[config.mk]
export PLATFORM = sky130hd
export DESIGN_NAME = hdmi_clock_sequencer
export DESIGN_NICKNAME = d
export VERILOG_FILES = /design/src/rtl/hdmi_clock_sequencer.sv
export SDC_FILE = /design/constraint.sdc
export NUM_CORES = 1
export LEC_CHECK = 0
export ABC_AREA = 1
export BUFFER_PORTS_ARGS = -buffer_cell sky130_fd_sc_hd__buf_2
export CORE_ASPECT_RATIO = 1.2
export CORE_MARGIN = 4
export CORE_UTILIZATION = 55
export CTS_CLUSTER_SIZE = 14
export DETAILED_ROUTE_END_ITERATION = 7
export PLACE_DENSITY_LB_ADDON = 0.2
export SYNTH_ARGS = -nofsm -noshare
export SYNTH_HDL_FRONTEND = slang
export SYNTH_SLANG_ARGS = --single-unit
[constraint.sdc]
create_clock -name clk -period 3.45 [get_ports clk]
set_input_delay 0.69 -clock clk [delete_from_list [all_inputs] [get_ports clk]]
set_output_delay 0.69 -clock clk [all_outputs]
set_load 0.05 [all_outputs]
[src/rtl/hdmi_clock_sequencer.sv]
// Lock-qualified reset sequencer and serializer phase generator for the HDMI TX path.
// All logic runs on the fast serial clock; outputs decode from registered state only.
module hdmi_clock_sequencer #(
    parameter int DIV_RATIO          = 5,
    parameter int LOCK_STABLE_CYCLES = 1024,
    parameter int RST_HOLD_CYCLES    = 16,
    parameter int SYNC_STAGES        = 2,
    parameter int LOSS_CNT_W         = 8,
    localparam int PW                = (DIV_RATIO > 1) ? $clog2(DIV_RATIO) : 1
) (
    input  logic                  clk,
    input  logic                  rst,
    input  logic                  pll_lock,
    input  logic                  force_resync,
    output logic                  domain_rst,
    output logic                  ready,
    output logic                  load_stb,
    output logic [PW-1:0]         phase,
    output logic [LOSS_CNT_W-1:0] lock_loss_cnt,
    output logic [1:0]            state
);

    localparam logic [1:0] ST_WAIT_LOCK = 2'd0;
    localparam logic [1:0] ST_STABLE    = 2'd1;
    localparam logic [1:0] ST_HOLD      = 2'd2;
    localparam logic [1:0] ST_RUN       = 2'd3;

    localparam int SCW = $clog2(LOCK_STABLE_CYCLES + 1);
    localparam int HCW = $clog2(RST_HOLD_CYCLES + 1);

    localparam logic [SCW-1:0] STABLE_LAST = SCW'(LOCK_STABLE_CYCLES - 1);
    localparam logic [HCW-1:0] HOLD_LAST   = HCW'(RST_HOLD_CYCLES - 1);
    localparam logic [PW-1:0]  PHASE_LAST  = PW'(DIV_RATIO - 1);

    logic [SYNC_STAGES-1:0] sync_q, sync_d;
    logic [1:0]             state_q, state_d;
    logic [SCW-1:0]         stable_cnt_q, stable_cnt_d;
    logic [HCW-1:0]         hold_cnt_q, hold_cnt_d;
    logic [PW-1:0]          phase_q, phase_d;
    logic [LOSS_CNT_W-1:0]  loss_cnt_q, loss_cnt_d;
    logic                   lock_sync;
    logic [PW-1:0]          phase_inc;

    assign lock_sync = sync_q[SYNC_STAGES-1];
    assign sync_d    = {sync_q[SYNC_STAGES-2:0], pll_lock};
    assign phase_inc = (phase_q == PHASE_LAST) ? '0 : phase_q + PW'(1);

    always_comb begin
        state_d      = state_q;
        stable_cnt_d = stable_cnt_q;
        hold_cnt_d   = hold_cnt_q;
        phase_d      = phase_q;
        loss_cnt_d   = loss_cnt_q;

        if (force_resync) begin
            // Resync wins over everything, including a coincident lock loss.
            state_d      = ST_WAIT_LOCK;
            stable_cnt_d = '0;
            hold_cnt_d   = '0;
            phase_d      = '0;
        end else begin
            case (state_q)
                ST_WAIT_LOCK: begin
                    stable_cnt_d = '0;
                    hold_cnt_d   = '0;
                    phase_d      = '0;
                    if (lock_sync) begin
                        state_d = ST_STABLE;
                    end
                end
                ST_STABLE: begin
                    phase_d = '0;
                    if (!lock_sync) begin
                        state_d      = ST_WAIT_LOCK;
                        stable_cnt_d = '0;
                    end else if (stable_cnt_q == STABLE_LAST) begin
                        state_d    = ST_HOLD;
                        hold_cnt_d = '0;
                    end else begin
                        stable_cnt_d = stable_cnt_q + SCW'(1);
                    end
                end
                ST_HOLD: begin
                    if (!lock_sync) begin
                        state_d      = ST_WAIT_LOCK;
                        stable_cnt_d = '0;
                        hold_cnt_d   = '0;
                        phase_d      = '0;
                    end else begin
                        phase_d = phase_inc;
                        if (hold_cnt_q != HOLD_LAST) begin
                            hold_cnt_d = hold_cnt_q + HCW'(1);
                        end
                        // Release only on a phase wrap so RUN starts on phase 0.
                        if (hold_cnt_q == HOLD_LAST && phase_q == PHASE_LAST) begin
                            state_d = ST_RUN;
                        end
                    end
                end
                default: begin
                    if (!lock_sync) begin
                        state_d      = ST_WAIT_LOCK;
                        stable_cnt_d = '0;
                        hold_cnt_d   = '0;
                        phase_d      = '0;
                        if (loss_cnt_q != '1) begin
                            loss_cnt_d = loss_cnt_q + LOSS_CNT_W'(1);
                        end
                    end else begin
                        phase_d = phase_inc;
                    end
                end
            endcase
        end
    end

    always_ff @(posedge clk) begin
        if (rst) begin
            sync_q       <= '0;
            state_q      <= ST_WAIT_LOCK;
            stable_cnt_q <= '0;
            hold_cnt_q   <= '0;
            phase_q      <= '0;
            loss_cnt_q   <= '0;
        end else begin
            sync_q       <= sync_d;
            state_q      <= state_d;
            stable_cnt_q <= stable_cnt_d;
            hold_cnt_q   <= hold_cnt_d;
            phase_q      <= phase_d;
            loss_cnt_q   <= loss_cnt_d;
        end
    end

    assign state         = state_q;
    assign ready         = (state_q == ST_RUN);
    assign domain_rst    = (state_q != ST_RUN);
    assign load_stb      = (state_q == ST_RUN) && (phase_q == '0);
    assign phase         = phase_q;
    assign lock_loss_cnt = loss_cnt_q;

endmodule

==> run metrics, run 1 <==
Lkg Pwr 0.8217 nW; 1st-iter DRT viols 64; TNS Setup 0 ns; core area 3055 um^2; YS warnings 0; Required @ worst endpoint 2.76 ns; fmax 473.0 MHz; hpwl dp 2.658 mm; row count 22; max_cap viols 0; die area 4135 um^2; RSZ-0062 raised after global routing false; wire per inst 11.23 um; Synth Cell Area 1742 um^2; CP max FO 9; # IOs 20; VDD IR max 288.0 uV; Syn Area/Cell 7.023 um^2; post-layout util 62.78%; pin count of the biggest net entering global routing 14; CP cell instances nand2_2, inv_1, nand2_1, nor2_1, buf_2; vias 1588; Net Sw Power 0.1457 mW; # setup viols final 0; Yosys reg bits 31; Post-synth EDFFs 0; CP max stage cell dfxtp_1; share of the synthesized area in the top cell type 35.63%; ANT cells 0; Slew Viols, Final 0; Sw Share 24.84%; Clk Latency, worst-skew pair 0.34 ns; Power Density 306.0 nW/um^2; PostCTS Resize Cnt 0; fin nets 282; postcts setup bufs 0; CP Launch Point state[0]; Synth area leader dfxtp_1; R2R cell count 7; first-pass GRT wire length 6.216 mm; CTS tree built; overall routing resource usage 18.68%; Synth Net Count 258; total power 0.5868 mW; Clock Skews 0.01260 ns; reg-to-reg endpoint stable_cnt_q[10]; Period Utilization, post-route 61.28%; critical path capture point type output pin; final non-filler cell area 1918 um^2; Flop pwr share 61.8%; Final Critical Period 2.114 ns; hold crit path type flop to flop; status finished clean; Synth async-reset ratio 0%; worst relative slew slack 66.61%; Worst R2R Setup Slack 1.77 ns; Clock Tree Buf Depth 2; Initial DRT Pass Iterations 4; synthesized instance count 248; Comb power frac 3.3%; synth unique cells 30; Worst Hold Path EP sync_q[1]; r2r startpoint sync_q[1]; Clk pwr share 35.0%; Hold Path Depth 2; Max stage delay on crit path 0.51 ns; final hold vios 0; Critical Path AT 1.42 ns; crit path launch type flop; area grow syn2layout 10.13%; clock slew at reported path FFs 0.09 ns; ys flop type dfxtp_1; top post-synthesis cells by area dfxtp_1 36%, nand2_1 12%, inv_1 7.3%; H-tree depth 2; Buffers on Ports 19; CTS Root Cell clkbuf_4; post-synthesis sequential area ratio 35.63%; initial antenna violation count 0; post-detailed-route DRC marker count 0; Via density 5.139; min-delay src sync_q[0]; total gr overflow 0; Routability Congestion 0.8159; Slew @ Worst Pin 0.5001 ns; Cell Int Power 0.4411 mW; Routed WL 3.470 mm; Fillers 301; antenna-violating nets left 0; die width 59.37 um; DIE HEIGHT 69.65 um; vias in the first global route 1461; hold_buf cts 0; cts bufs inserted 5; critical setup path kind flop to output pin; Placed Area 1866 um^2; layout cell share with drive strength beyond 1 19.41%; starting density of the core 57.00%; clk sink count 31
## state kept, by name, summed over array words and instances, names as in the netlist
signal,count
hold_cnt_q,5
lock_loss_cnt,8
phase,3
stable_cnt_q,11
state,2
sync_q,2
## worst max-delay path, delay by kind of cell, from the launching register on
kind / cells / cell delay (ns)
AND/OR/NAND/NOR: 3 / 0.23
buffers and inverters: 2 / 0.35
flip-flops: 1 / 0.51
## metrics by stage
stage          setup slack (ns)  hold slack [ns]  cells
6_report                  1.336           0.4131    309
4_1_cts                   1.326           0.4162    309
3_5_place_dp              1.711           0.4031    301
2_1_floorplan            0.4928           0.3883    248
5_1_grt                   1.179           0.4480    309
3_3_place_gp              1.741           0.3959    301
## power groups by stage
stage | clock, mW | combinational (mW) | sequential, mW
global route | 0.227 | 0.0215 | 0.363
CTS | 0.210 | 0.0193 | 0.362
global placement | 0 | 0.0189 | 0.371
finish | 0.205 | 0.0192 | 0.362
detailed placement | 0 | 0.0193 | 0.371
floorplan | 0 | 0.0146 | 0.369
## worst max path at each step
stage | slack, ns | endpoint | cells past startpoint
final | 1.34 | load_stb | 5
after global placement | 1.74 | load_stb | 5
after CTS | 1.33 | load_stb | 5
after global routing | 1.18 | load_stb | 5
after detailed placement | 1.71 | load_stb | 5
after floorplan | 0.49 | load_stb | 5
## area by class of cell
cell class                      count  area (um^2)  share of cell area, %
Multi-Input combinational cell    177        959.7                  50.03
Sequential cell                    31        620.6                  32.35
Inverter                           38        145.1                  7.567
Timing Repair Buffer               19        95.09                  4.958
Tap cell                           36        45.04                  2.348
Clock buffer                        5        37.54                  1.957
Clock inverter                      3        15.01                 0.7828
## layout by cell type (no fill, tap or decap)
cell	synthesis	routed
a211oi_2	1	1
a21o_2	1	1
a21oi_1	18	18
buf_2	1	19
clkbuf_4	0	5
clkinv_2	0	3
dfxtp_1	31	31
ha_1	6	6
inv_1	34	34
inv_2	3	3
inv_4	1	1
nand2_1	56	56
nand2_2	5	5
nand2_4	2	2
nand3_1	13	13
nand3_2	1	1
nand3_4	2	2
nand4_1	14	14
nand4_4	1	1
nor2_1	34	34
nor2_2	2	2
nor2_4	1	1
nor2_8	1	1
nor3_1	2	2
nor3_2	1	1
o211ai_1	1	1
o21ai_0	6	6
o21ai_1	2	2
or2_2	4	4
xnor2_1	2	2
xor2_1	1	1
## kinds of logic after synthesis
| group | after synthesis | synth area share (%) |
|---|---|---|
| flops | 31 | 35.63 |
| xor+xnor | 3 | 1.509 |
| fa+ha+maj | 6 | 4.310 |
| simple gates | 139 | 40.16 |
| compound gates | 29 | 9.124 |
| buf+inv | 40 | 9.267 |
## cell usage after synthesis (2+ instances only)
library cell,number
a21oi_1,18
dfxtp_1,31
ha_1,6
inv_1,34
inv_2,3
nand2_1,56
nand2_2,5
nand2_4,2
nand3_1,13
nand3_4,2
nand4_1,14
nor2_1,34
nor2_2,2
nor3_1,2
o21ai_0,6
o21ai_1,2
or2_2,4
xnor2_1,2
## per-layer routing
layer	vias up	wire (um)	global-route usage, %
li1	843	-	-
met1	700	1611	24.97
met2	38	1603	28.80
met3	7	201	5.214
met4	0	54	5.290
met5	-	0	0
Power figures use the tool's default switching activity.
==> run 2, diff against run 1 <==
ABC_AREA = 0   (was 1)
CORE_UTILIZATION = 51   (was 55)
clock period = 1.9 ns   (was 3.45 ns; I/O delays follow)
==> run 2 against run 1 <==
Net effect: register-to-register slack worse by 1.6 ns; area after synthesis down 9.8%; sequential share of layout area rose by 3.3 points; final cell count is 25% lower; non-clock buffer count grew 4; setup slack lost 1.3 ns; cell area shrank 8.8%; synthesized cell count decreased by 28%.
==> run metrics, run 2 <==
status finished clean; ANT cells 0 (unchanged); Power Density 580.0 nW/um^2 (+90%); Top reg by flops stable_cnt_q; synthesized instance count 179 (-28%); Synth async-reset ratio 0% (unchanged); most used routing layer met2; ys flop type dfxtp_1; PnR worst setup slack 0.08558 ns (-1.250 ns); final hold vios 0 (unchanged); Final Critical Period 1.814 ns; Slew Viols, Final 0 (unchanged); die area 4037 um^2 (-2.4%); synth unique cells 44 (+47%); wire per inst 13.92 um (+24%); crit path launch type flop; clock slew at reported path FFs 0.09 ns (about the same); post-detailed-route DRC marker count 0 (unchanged); list of most frequent post-synthesis cells 31 x dfxtp_1, 15 x nor2_1, 14 x a21oi_1; Clock Skews 0.007364 ns (-0.005239 ns); Routability Congestion 0.8176 (+0.21%); CP max FO 4 (-5); max reg flops 11 (unchanged); CTS tree built; overall routing resource usage 17.83% (-0.85 points); Routed WL 3.244 mm (-6.5%); VDD IR max 613.3 uV (+110%); WHS 0.2781 ns (-0.1351 ns); YS warnings 0 (unchanged); Initial DRT Pass Iterations 4 (unchanged); initial antenna violation count 0 (unchanged); fin nets 210 (-26%); row count 21 (-4.5%); vias 1391 (-12%); cts bufs inserted 5 (unchanged); DIE HEIGHT 68.81 um (-1.2%); non-filler cells, final 233 (-25%); Lkg Pwr 0.7094 nW (-14%); antenna-violating nets left 0 (unchanged); TNS Setup 0 ns (unchanged); max_cap viols 0 (unchanged); clk sink count 31 (unchanged); fmax 551.1 MHz; Yosys reg bits 31 (unchanged); Synth Cell Area 1572 um^2 (-9.8%); Clk Latency, worst-skew pair 0.32 ns (-0.02 ns); share of the synthesized area in the top cell type 39.49% (+3.9 points); Via density 5.970 (+16%); Placed Area 1699 um^2 (-8.9%); Critical Path AT 1.43 ns (about the same); Inst Count DP 227 (-25%); Synth area leader dfxtp_1; total gr overflow 0 (unchanged); top post-synthesis cells by area dfxtp_1 39%, ha_1 4.8%, a21oi_1 4.5%; die width 58.68 um (-1.2%); Required @ worst endpoint 1.52 ns (-1.24 ns); Post-synth EDFFs 0 (unchanged); hold crit path type input pin to flop; H-tree depth 2 (unchanged); total power 1.015 mW (+73%); post-synthesis sequential area ratio 39.49% (+3.9 points); Slew @ Worst Pin 0.7161 ns (+0.2160 ns); most frequent cells in the layout 29 x dfxtp_1, 18 x buf_2, 15 x nor2_1; met2 Use GR 31.15% (+2.3 points); # IOs 20 (unchanged); 1st-iter DRT viols 49 (-23%); critical path capture point type output pin; post-layout util 61.07% (-1.7 points); Synth Net Count 189 (-27%); starting density of the core 54.87% (-2.1 points); top-count cell post-synth dfxtp_1; GR Util met1 19.86% (-5.1 points); Period Utilization, post-route 95.50%; # setup viols final 0 (unchanged); core area 2864 um^2 (-6.3%); GR Layer Usage met3 4.097% (-1.1 points); pin count of the biggest net entering global routing 21 (+7); critical setup path kind flop to output pin; first-pass GRT wire length 5.478 mm (-12%); commonest non-fill, non-tap cell in the layout dfxtp_1; Syn Area/Cell 8.779 um^2 (+25%); Buffers on Ports 19 (unchanged); area grow syn2layout 11.31%; worst relative slew slack 52.05% (-15 points); final non-filler cell area 1749 um^2 (-8.8%); CTS Root Cell clkbuf_4; Clock Tree Buf Depth 2 (unchanged); vias in the first global route 1353 (-7.4%); worst slack, placed 0.1337 ns (-1.577 ns); layout cell share with drive strength beyond 1 19.60% (+0.18 points); hpwl dp 2.336 mm (-12%)
==> run 2: final timing paths <==
check | cells after the start | end | slack, ns | startpoint
setup / recovery | 4 | load_stb | 0.09 | phase[0]
hold / removal | 2 | sync_q[0] | 0.28 | pll_lock
setup reg to reg | 4 | stable_cnt_q[9] | 0.19 | state[1]
hold reg to reg | 1 | sync_q[1] | 0.47 | sync_q[0]
==> run 2: power breakdown <==
| part | internal [mW] | switching (mW) |
|---|---|---|
| clock | 0.131 | 0.208 |
| sequential | 0.651 | 0.00298 |
| combinational | 0.00843 | 0.0121 |
| total | 0.791 | 0.223 |
==> run 2: area by class of cell <==
type                       count  area (um^2)
fill                         253         1115
clock buffer                   6        41.29
tap                           34        42.54
timing repair buffer          23        127.6
multi-input combinational    132        888.4
sequential                    31        623.1
inverter                       7        26.28
==> run 2: cell families (layout without fill, tap and decap cells) <==
kind of cell    Yosys count  count (layout)  synth area share (%)
flops                    31              31                 39.49
compound gates           41              41                 17.36
xor+xnor                  2               2                 1.115
mux                       4               4                 2.707
fa+ha+maj                 6               6                 4.777
buf+inv                  16              36                 5.255
simple gates             79              79                 29.30
==> run 2: per-layer routing <==
metal	vias up	wire (um)
li1	702	-
met1	650	1434
met2	34	1615
met3	5	145
met4	0	48
met5	-	0
==> run 2: worst max-delay path, cell delays in order, from the launching register on <==
cell	delay, ns
dfxtp_1	0.34
inv_1	0.08
ha_1	0.23
nor3b_4	0.21
clkbuf_4	0.26
==> run 2: timing repair <==
item | 4_1_cts | 5_1_grt
setup buffers | 0 | 0
gates resized for setup | 0 | 3
endpoints found under the hold margin | 0 | 0
hold buffers | 0 | 0
endpoints found under the setup margin | 0 | 7
